<file path="config.mk">
export PLATFORM = sky130hd
export DESIGN_NAME = multi_clk_div
export DESIGN_NICKNAME = d
export VERILOG_FILES = /design/src/rtl/mcd_pkg.sv /design/src/rtl/mcd_channel.sv /design/src/rtl/multi_clk_div.sv
export SDC_FILE = /design/constraint.sdc
export NUM_CORES = 1
export LEC_CHECK = 0
export ABC_AREA = 1
export CORE_MARGIN = 4
export CORE_UTILIZATION = 30
export CTS_BUF_LIST = sky130_fd_sc_hd__clkbuf_16
export CTS_CLUSTER_DIAMETER = 200
export CTS_CLUSTER_SIZE = 28
export DETAILED_ROUTE_END_ITERATION = 10
export GPL_TIMING_DRIVEN = 0
export SETUP_SLACK_MARGIN = 0.5
export SLEW_MARGIN = 10
export SYNTH_ARGS = -nofsm -noshare
export SYNTH_HDL_FRONTEND = slang
export SYNTH_SLANG_ARGS = --single-unit
</file>
<file path="constraint.sdc">
create_clock -name clk -period 6.15 [get_ports clk]
set_input_delay 0.615 -clock clk [delete_from_list [all_inputs] [get_ports clk]]
set_output_delay 0.615 -clock clk [all_outputs]
set_load 0.03 [all_outputs]
</file>
<file path="src/rtl/mcd_pkg.sv">
// Shared types and constants for the multi-channel clock/tick divider.
package mcd_pkg;

  typedef enum logic [1:0] {
    MCD_TOGGLE = 2'd0,
    MCD_PULSE  = 2'd1,
    MCD_PWM    = 2'd2,
    MCD_RSVD   = 2'd3
  } mcd_mode_t;

  localparam int unsigned MCD_DEF_LIMIT = 50_000_000;

  // Channel-select width; a single channel still gets a 1-bit select.
  function automatic int mcd_ch_w(input int n);
    return (n > 1) ? $clog2(n) : 1;
  endfunction

endpackage

</file>
<file path="src/rtl/mcd_channel.sv">
// One divider channel: counter, active/shadow limit+mode, pending update, output shaping.
// MCD_DUTY_EN builds the PWM high-time registers; otherwise modes 2/3 run as toggle.
module mcd_channel
  import mcd_pkg::*;
#(
  parameter int          CW        = 27,
  parameter int unsigned DEF_LIMIT = MCD_DEF_LIMIT
) (
  input  logic          clk,
  input  logic          rst_n,
  input  logic          en,
  input  logic          sync,
  input  logic          wr,
  input  mcd_mode_t     wr_mode,
  input  logic [CW-1:0] wr_limit,
  input  logic [CW-1:0] wr_high,
  output logic          pending,
  output logic          clk_out,
  output logic          tick
);

  localparam logic [CW-1:0] LIM_RST = CW'(DEF_LIMIT);

  logic [CW-1:0] cnt, cnt_inc, lim, sh_lim;
  mcd_mode_t     mode, sh_mode;
  logic          en_q, wrap, restart, apply;
  logic          is_pulse, is_pwm, pwm_lvl, pwm_wrap_lvl;

  assign cnt_inc  = cnt + CW'(1);
  assign wrap     = en && en_q && (cnt == lim - CW'(1));
  // First enabled cycle, disable and sync all park the counter at zero.
  assign restart  = !en || !en_q || sync;
  assign apply    = pending && (!en || sync || wrap);
  assign is_pulse = (mode == MCD_PULSE);

`ifdef MCD_DUTY_EN
  logic [CW-1:0] high, sh_high;

  assign is_pwm       = (mode == MCD_PWM);
  assign pwm_lvl      = (cnt_inc < high);
  assign pwm_wrap_lvl = (high != '0);

  always_ff @(posedge clk or negedge rst_n) begin
    if (!rst_n) begin
      high    <= LIM_RST >> 1;
      sh_high <= LIM_RST >> 1;
    end else begin
      if (wr)    sh_high <= wr_high;
      if (apply) high    <= sh_high;
    end
  end
`else
  logic unused_high;

  assign unused_high  = ^wr_high;
  assign is_pwm       = 1'b0;
  assign pwm_lvl      = 1'b0;
  assign pwm_wrap_lvl = 1'b0;
`endif

  always_ff @(posedge clk or negedge rst_n) begin
    if (!rst_n) begin
      cnt     <= '0;
      lim     <= LIM_RST;
      sh_lim  <= LIM_RST;
      mode    <= MCD_TOGGLE;
      sh_mode <= MCD_TOGGLE;
      pending <= 1'b0;
      en_q    <= 1'b0;
      clk_out <= 1'b0;
      tick    <= 1'b0;
    end else begin
      en_q <= en;
      // wr needs !pending and apply needs pending, so they never collide.
      if (wr) begin
        sh_lim  <= (wr_limit == '0) ? CW'(1) : wr_limit;
        sh_mode <= wr_mode;
        pending <= 1'b1;
      end else if (apply) begin
        lim     <= sh_lim;
        mode    <= sh_mode;
        pending <= 1'b0;
      end

      if (restart) begin
        cnt     <= '0;
        clk_out <= 1'b0;
        tick    <= 1'b0;
      end else if (wrap) begin
        cnt  <= '0;
        tick <= 1'b1;
        if (is_pulse)    clk_out <= 1'b1;
        else if (is_pwm) clk_out <= pwm_wrap_lvl;
        else             clk_out <= ~clk_out;
      end else begin
        cnt  <= cnt_inc;
        tick <= 1'b0;
        if (is_pulse)    clk_out <= 1'b0;
        else if (is_pwm) clk_out <= pwm_lvl;
      end
    end
  end

endmodule

</file>
<file path="src/rtl/multi_clk_div.sv">
// NCH-channel programmable clock/tick divider with a valid/ready config port.
// Optional PWM mode is compiled in with MCD_DUTY_EN.
module multi_clk_div
  import mcd_pkg::*;
#(
  parameter int          NCH       = 4,
  parameter int          CW        = 27,
  parameter int unsigned DEF_LIMIT = MCD_DEF_LIMIT
) (
  input  logic                      clk,
  input  logic                      resetSW_n,
  input  logic [NCH-1:0]            en,
  input  logic                      sync,
  input  logic                      cfg_valid,
  output logic                      cfg_ready,
  input  logic [mcd_ch_w(NCH)-1:0]  cfg_ch,
  input  logic [1:0]                cfg_mode,
  input  logic [CW-1:0]             cfg_limit,
  input  logic [CW-1:0]             cfg_high,
  output logic [NCH-1:0]            clk_out,
  output logic [NCH-1:0]            tick
);

  localparam int CHW = mcd_ch_w(NCH);

  logic [NCH-1:0] sel, pending, wr;

  always_comb begin
    sel = '0;
    for (int i = 0; i < NCH; i++) sel[i] = (cfg_ch == CHW'(i));
  end

  // An out-of-range channel select is never ready.
  assign cfg_ready = |(sel & ~pending);
  assign wr        = sel & {NCH{cfg_valid && cfg_ready}};

  for (genvar g = 0; g < NCH; g++) begin : g_ch
    mcd_channel #(
      .CW        (CW),
      .DEF_LIMIT (DEF_LIMIT)
    ) u_ch (
      .clk      (clk),
      .rst_n    (resetSW_n),
      .en       (en[g]),
      .sync     (sync),
      .wr       (wr[g]),
      .wr_mode  (mcd_mode_t'(cfg_mode)),
      .wr_limit (cfg_limit),
      .wr_high  (cfg_high),
      .pending  (pending[g]),
      .clk_out  (clk_out[g]),
      .tick     (tick[g])
    );
  end

endmodule

</file>
* After elaboration in Yosys (flattened, before gate mapping) *
Index checks and enable logic that the tools add are counted.

operators by class
  add/sub/neg operators = 8
  eq/ne operators = 11
  muxes and demuxes = 41
  bitwise logic cells = 11
  reduce and logical (&&, ||, !) cells = 52

operators by type and width
  kind                                                 count
  2-to-1 mux 27 bit                                    9
  adder 27 x 1 -> 27 bit, second input constant        4
  equality test 27 bit                                 4
  subtractor 27 x 1 -> 27 bit, second input constant   4
  2-to-1 mux 1 bit                                     32
  logical NOT 27 bit                                   1
  logical OR 1 bit                                     16
  logical AND 1 bit                                    13
  nonzero test 3 bit                                   4
  equality test 2 x 1 -> 1 bit, second input constant  5
  AND 4 bit                                            2
  logical NOT 1 bit                                    8
  inverter 1 bit                                       8
  AND reduction 2 bit                                  4
  nonzero test 2 bit                                   4
  equality test 2 bit, second input constant           2
  inverter 4 bit                                       1
  OR reduction 4 bit                                   1
  logical NOT 2 bit                                    1

word-level totals
  register bits = 356
  input bits = 66
  output and inout port bits = 9
  word-level logic and storage cells = 159

* Longest topological paths before layout *
  depth after elaboration = 7
  gate-level depth with buffers = 20
  mapped depth without buffers = 18

* By module *
Synthesis repeated with hierarchy kept, for this count alone.

unflattened totals
  cells, all modules = 2703
  area, all modules = 19896.6 um^2

modules (own cells, without submodules)
  module                           times used  cells an instance  area an instance (um^2)
  mcd_channel at g_ch[0].u_ch ...  2           689                5023.6
  mcd_channel at g_ch[3].u_ch      1           653                4879.7
  mcd_channel at g_ch[2].u_ch      1           650                4872.2
  multi_clk_div                    1           22                 97.6

* Least setup slack after synthesis *
OpenSTA, ideal clock, no wires.

  path kind = input to register
  from = in cfg_ch[1]
  to = reg g_ch[0].u_ch.sh_lim[24]
  library setup time = 0.130 ns
  arrival time = 2.294 ns
  slack = 3.726 ns
  stages on the path = 9
  buffers on the path = 2
  cell sequence = nand2_1 > o2111ai_1 > nand2_1 > nor3_1 > inv_1 > clkbuf_1 > clkbuf_1 > nand2_1 > o21ai_0

on the way
  cells in the longest elaborated chain, start to end = 5
  elaborated cells on any way between the ends = 8
  classes of those cells = eq/ne: 3; bitwise: 2; reduce/logical: 3

ends and longest elaborated chain
  what                                                        line                 source
  start, declared                                             multi_clk_div.sv:16  input logic [mcd_ch_w(NCH)-1:0] cfg_ch,
  equality test 2 x 1 -> 1 bit, or another cell as far along  multi_clk_div.sv:30  for (int i = 0; i < NCH; i++) sel[i] = (cfg_ch == CHW'(i));
  AND 4 bit (*)                                               multi_clk_div.sv:34  assign cfg_ready = |(sel & ~pending);
  OR reduction 4 bit (*)                                      multi_clk_div.sv:34
  net cfg_ready                                               multi_clk_div.sv:15  output logic cfg_ready,
  logical AND 1 bit (*)                                       multi_clk_div.sv:35  assign wr = sel & {NCH{cfg_valid && cfg_ready}};
  AND 4 bit (*)                                               multi_clk_div.sv:35
  end signal, assigned                                        mcd_channel.sv:76    sh_lim <= (wr_limit == '0) ? CW'(1) : wr_limit;
  end, declared                                               mcd_channel.sv:24    logic [CW-1:0] cnt, cnt_inc, lim, sh_lim;

Mark *: on every way through the listed nets, which the timed path passes. The rest lies on a longest branch.
A chain may end at the register's enable or synchronous reset.

* Worst setup path in the final report *
  from = reg g_ch[2].u_ch.lim[0]
  to = reg g_ch[2].u_ch.lim[18]

on the way
  cells in the longest elaborated chain, start to end = 6

ends and longest elaborated chain
  what                           line               source
  start, declared                mcd_channel.sv:24
  start signal, assigned         mcd_channel.sv:80  lim <= sh_lim;
  subtractor 27 x 1 -> 27 bit    mcd_channel.sv:30  assign wrap = en && en_q && (cnt == lim - CW'(1));
  equality test 27 bit           mcd_channel.sv:30
  logical AND 1 bit              mcd_channel.sv:30
  logical OR 1 bit               mcd_channel.sv:33  assign apply = pending && (!en || sync || wrap);
  logical AND 1 bit              mcd_channel.sv:33
  AND reduction 2 bit (no line)  n/a

Every way passes these cells.

==> summary.txt <==
Setup path
  – Critical R2R Capture: g_ch[2].u_ch.lim[18]
  – Crit-path max cell delay: 0.47 ns
  – Startpoint Class: flop
  – Worst Setup Path Type: reg -> reg
  – CP arrival: 3.51 ns
  – Crit path max fanout: 10
  – Most used cell along the critical path: nand2_1
  – CP max-delay cell: dfrtp_1
  – Setup crit start: g_ch[2].u_ch.lim[0]
  – Reg-to-reg startpoint: g_ch[2].u_ch.lim[0]
  – R2r setup slk: 3.08 ns
  – Crit path capture type: flop
  – Reg2Reg Depth: 17
  – Critical path, cell by cell: inv_1, ha_1, nand2_1, nor2_2, nand2_1, nand2_1, nand2_1, nor2_1, nand3_1, nor3_1, nand3_1, nand2_1, nand2_1, buf_4, buf_6, nand2_1, nand2_1
  – Critical Path RT: 6.60 ns

Job
  – Max-cap violations: 0

Synthesis
  – Compound-Gate Fraction of Synth Area: 4.50%
  – Synthesized area: 19,600 um2
  – Syn_nets: 2,692
  – Synth Warn #: 0
  – Netlist cell types: 37
  – #FFs+latches synth: 356
  – Mapped Cells: 2,618
  – Area leader, netlist: dfrtp_1
  – Largest family of logic cells by synthesized area: simple AND/OR/NAND/NOR gates
  – Synth async-reset ratio: 100%
  – Register area share after synthesis: 46.0%
  – Multiplexer area fraction after synthesis: 0%
  – Number of flops mapped to enable cells by yosys: 0
  – Simple-gate area share of the yosys netlist: 33.8%
  – Synth top area share: 33.1%
  – Primary FF master, synth: dfrtp_1
  – Synthesized area per cell: 7.50 um2
  – Cells taking the most area after synthesis: dfrtp_1 (33%), nand2_1 (15%), dfstp_2 (13%)
  – Adder-Cell Fraction of Synth Area: 0.510%
  – Post-Synth XOR/XNOR Area: 8.76%

Route
  – Met1 wire length: 25,300 um
  – Drt drc: 0
  – Avg WL per Cell: 14.1 um
  – Iter 0 DRT Violations: 1,127
  – Detailed-route via count: 16,103
  – Met3 wire length: 1890 um
  – Vias per Instance: 4.53
  – DRT Pass-1 Iters: 5
  – Uppermost layer routed: met5
  – Post-route ant nets: 0
  – Routed met2 length: 22,200 um
  – DRT Wirelength: 49,900 um

Clock network
  – CTS root buf: clkbuf_16
  – CTS tree: built
  – Post_cts resized: 0
  – Cts hold-fix bufs: 1
  – Clock sinks: 356
  – CTS H-tree lvls: 1
  – Worst-path clk slew: 0.11 ns
  – Clock latency at the later pin of the worst-skew pair: 0.55 ns
  – Max Root-Sink Buffers: 3
  – Setup Buffers After CTS: 0
  – Num CTS Buffers: 16

Finish
  – Most frequent cells in the layout: nand2_1 (811), nor2_1 (354), dfrtp_1 (260)
  – Commonest non-fill, non-tap cell in the layout: nand2_1
  – Share of layout cells above drive strength 1: 6.94%
  – Layout Utilization: 33.7%
  – Antenna Cells: 0
  – Total Nets Final: 2,760
  – Area grow syn2layout: 10.7%

Pwr
  – Clock share of power: 18.0%
  – VDD IR max: 0.188 mV
  – Seq pwr share: 47.5%
  – Comb pwr share: 34.5%
  – Int Pwr: 4320 uW
  – Switching Fraction: 39.0%
  – Pwr Total: 7090 uW
  – Pleak: 0.0103 uW
  – PwrDens: 326 nW/um2
  – Switching pwr: 2770 uW

Die
  – Initial core utilization: 30.4%
  – Die Ht: 264 um
  – Die area: 69,600 um2
  – Die Width: 264 um
  – # IOs: 75
  – Core Region: 64,600 um2
  – Row cnt: 93

STA
  – Skew final: 0.0193 ns
  – Fmax: 0.326 GHz
  – Fin Setup TNS: 0 ns
  – Hold WS: 0.482 ns
  – RSZ-0062 raised after global routing: no
  – Slew headroom: 38.3%
  – Slew at the pin closest to its max-slew limit: 0.926 ns
  – Final setup viols: 0
  – Period utilization: 49.9%
  – Max-slew violations: 0
  – Fin crit period: 3.07 ns
  – Final Hold Viols: 0

GRT
  – Initial antenna violation count: 2
  – Total congestion overflow: 0
  – First-pass GRT wire length: 81,800 um
  – Largest net degree at the start of global routing: 113
  – GRT Total Usage: 14.1%
  – Number of global-route vias before repair: 15,365

Hold path
  – Hold path depth: 2
  – HP Start: g_ch[2].u_ch.mode[0]
  – Hold path endpoint: g_ch[2].u_ch.mode[0]
  – Hold Crit Class: reg -> reg

Place
  – Post-DP HPWL: 37,800 um
  – Gpl congestion: 0.851
  – Number of port buffers: 46

Run status
  – Status: finished, final reports clean
-- per-layer routing --
metal | track usage (%) | vias up
li1 | - | 8407
met1 | 20.9 | 7447
met2 | 22.6 | 218
met3 | 1.56 | 29
met4 | 2.13 | 2
met5 | 0 | -
-- critical path, delay by kind of cell, from the launching register on --
| family | cells | cell delay (ns) |
|---|---|---|
| adder cells (fa/ha/maj) | 1 | 0.18 |
| buffers and inverters | 3 | 0.44 |
| flip-flops | 1 | 0.47 |
| AND/OR/NAND/NOR | 13 | 1.87 |
-- metrics by stage --
stage               worst slack (ns)  instance area (um2)  std cells
CTS                             3.09                21700       3551
global placement              -11.42                21200       3519
global route                    2.78                21700       3551
detailed placement              2.94                21300       3522
floorplan                       3.73                19600       2618
finish                          3.08                21700       3551
-- flip-flops by register name, indices dropped and copies added, names as in the netlist --
name               cells
g_ch.u_ch.en_q         4
g_ch.u_ch.tick         4
g_ch.u_ch.mode         8
g_ch.u_ch.cnt        108
g_ch.u_ch.lim        108
g_ch.u_ch.pending      4
g_ch.u_ch.clk_out      4
g_ch.u_ch.sh_lim     108
g_ch.u_ch.sh_mode      8
-- power by group through the flow --
stage	Sequential (uW)	Combinational [uW]	Clock (uW)
5_1_grt	3440	2870	1400
2_1_floorplan	3240	1950	0
4_1_cts	3370	2460	1330
3_5_place_dp	3410	2440	0
3_3_place_gp	3420	2410	0
6_report	3370	2450	1270
-- cell usage after synthesis, types with 9 or more instances --
| cell | instances |
|---|---|
| o21ai_0 | 141 |
| nand4_1 | 35 |
| buf_2 | 17 |
| a21oi_1 | 13 |
| nand3_1 | 251 |
| xnor2_1 | 58 |
| nand2_1 | 811 |
| dfstp_2 | 96 |
| nor4_1 | 9 |
| inv_1 | 225 |
| nand3b_1 | 16 |
| clkbuf_1 | 44 |
| dfrtp_1 | 260 |
| buf_4 | 12 |
| nor2_1 | 354 |
| nor3_1 | 66 |
| xor2_1 | 136 |
| nor2_2 | 10 |
-- final cells by class --
cell class,count,area (um2)
clock buffer,17,425
multi-input combinational,1951,9340
timing repair buffer,50,558
clock inverter,11,46.3
sequential,356,9030
buffer,80,412
tap,855,1070
fill,6960,42800
inverter,231,867
-- logic make-up after synthesis --
group / after synthesis
flops: 356
xor+xnor: 195
compound gates: 170
simple gates: 1578
fa+ha+maj: 8
buf+inv: 311
-- worst max path at each step --
stage	end	depth (start not counted)
final	g_ch[2].u_ch.lim[18]	17
after detailed placement	g_ch[2].u_ch.lim[24]	16
after global placement	g_ch[2].u_ch.cnt[1]	1
after global routing	g_ch[2].u_ch.lim[18]	17
after floorplan	g_ch[0].u_ch.sh_lim[24]	9
after CTS	g_ch[2].u_ch.lim[18]	17
(Power assumes the default switching activity.)
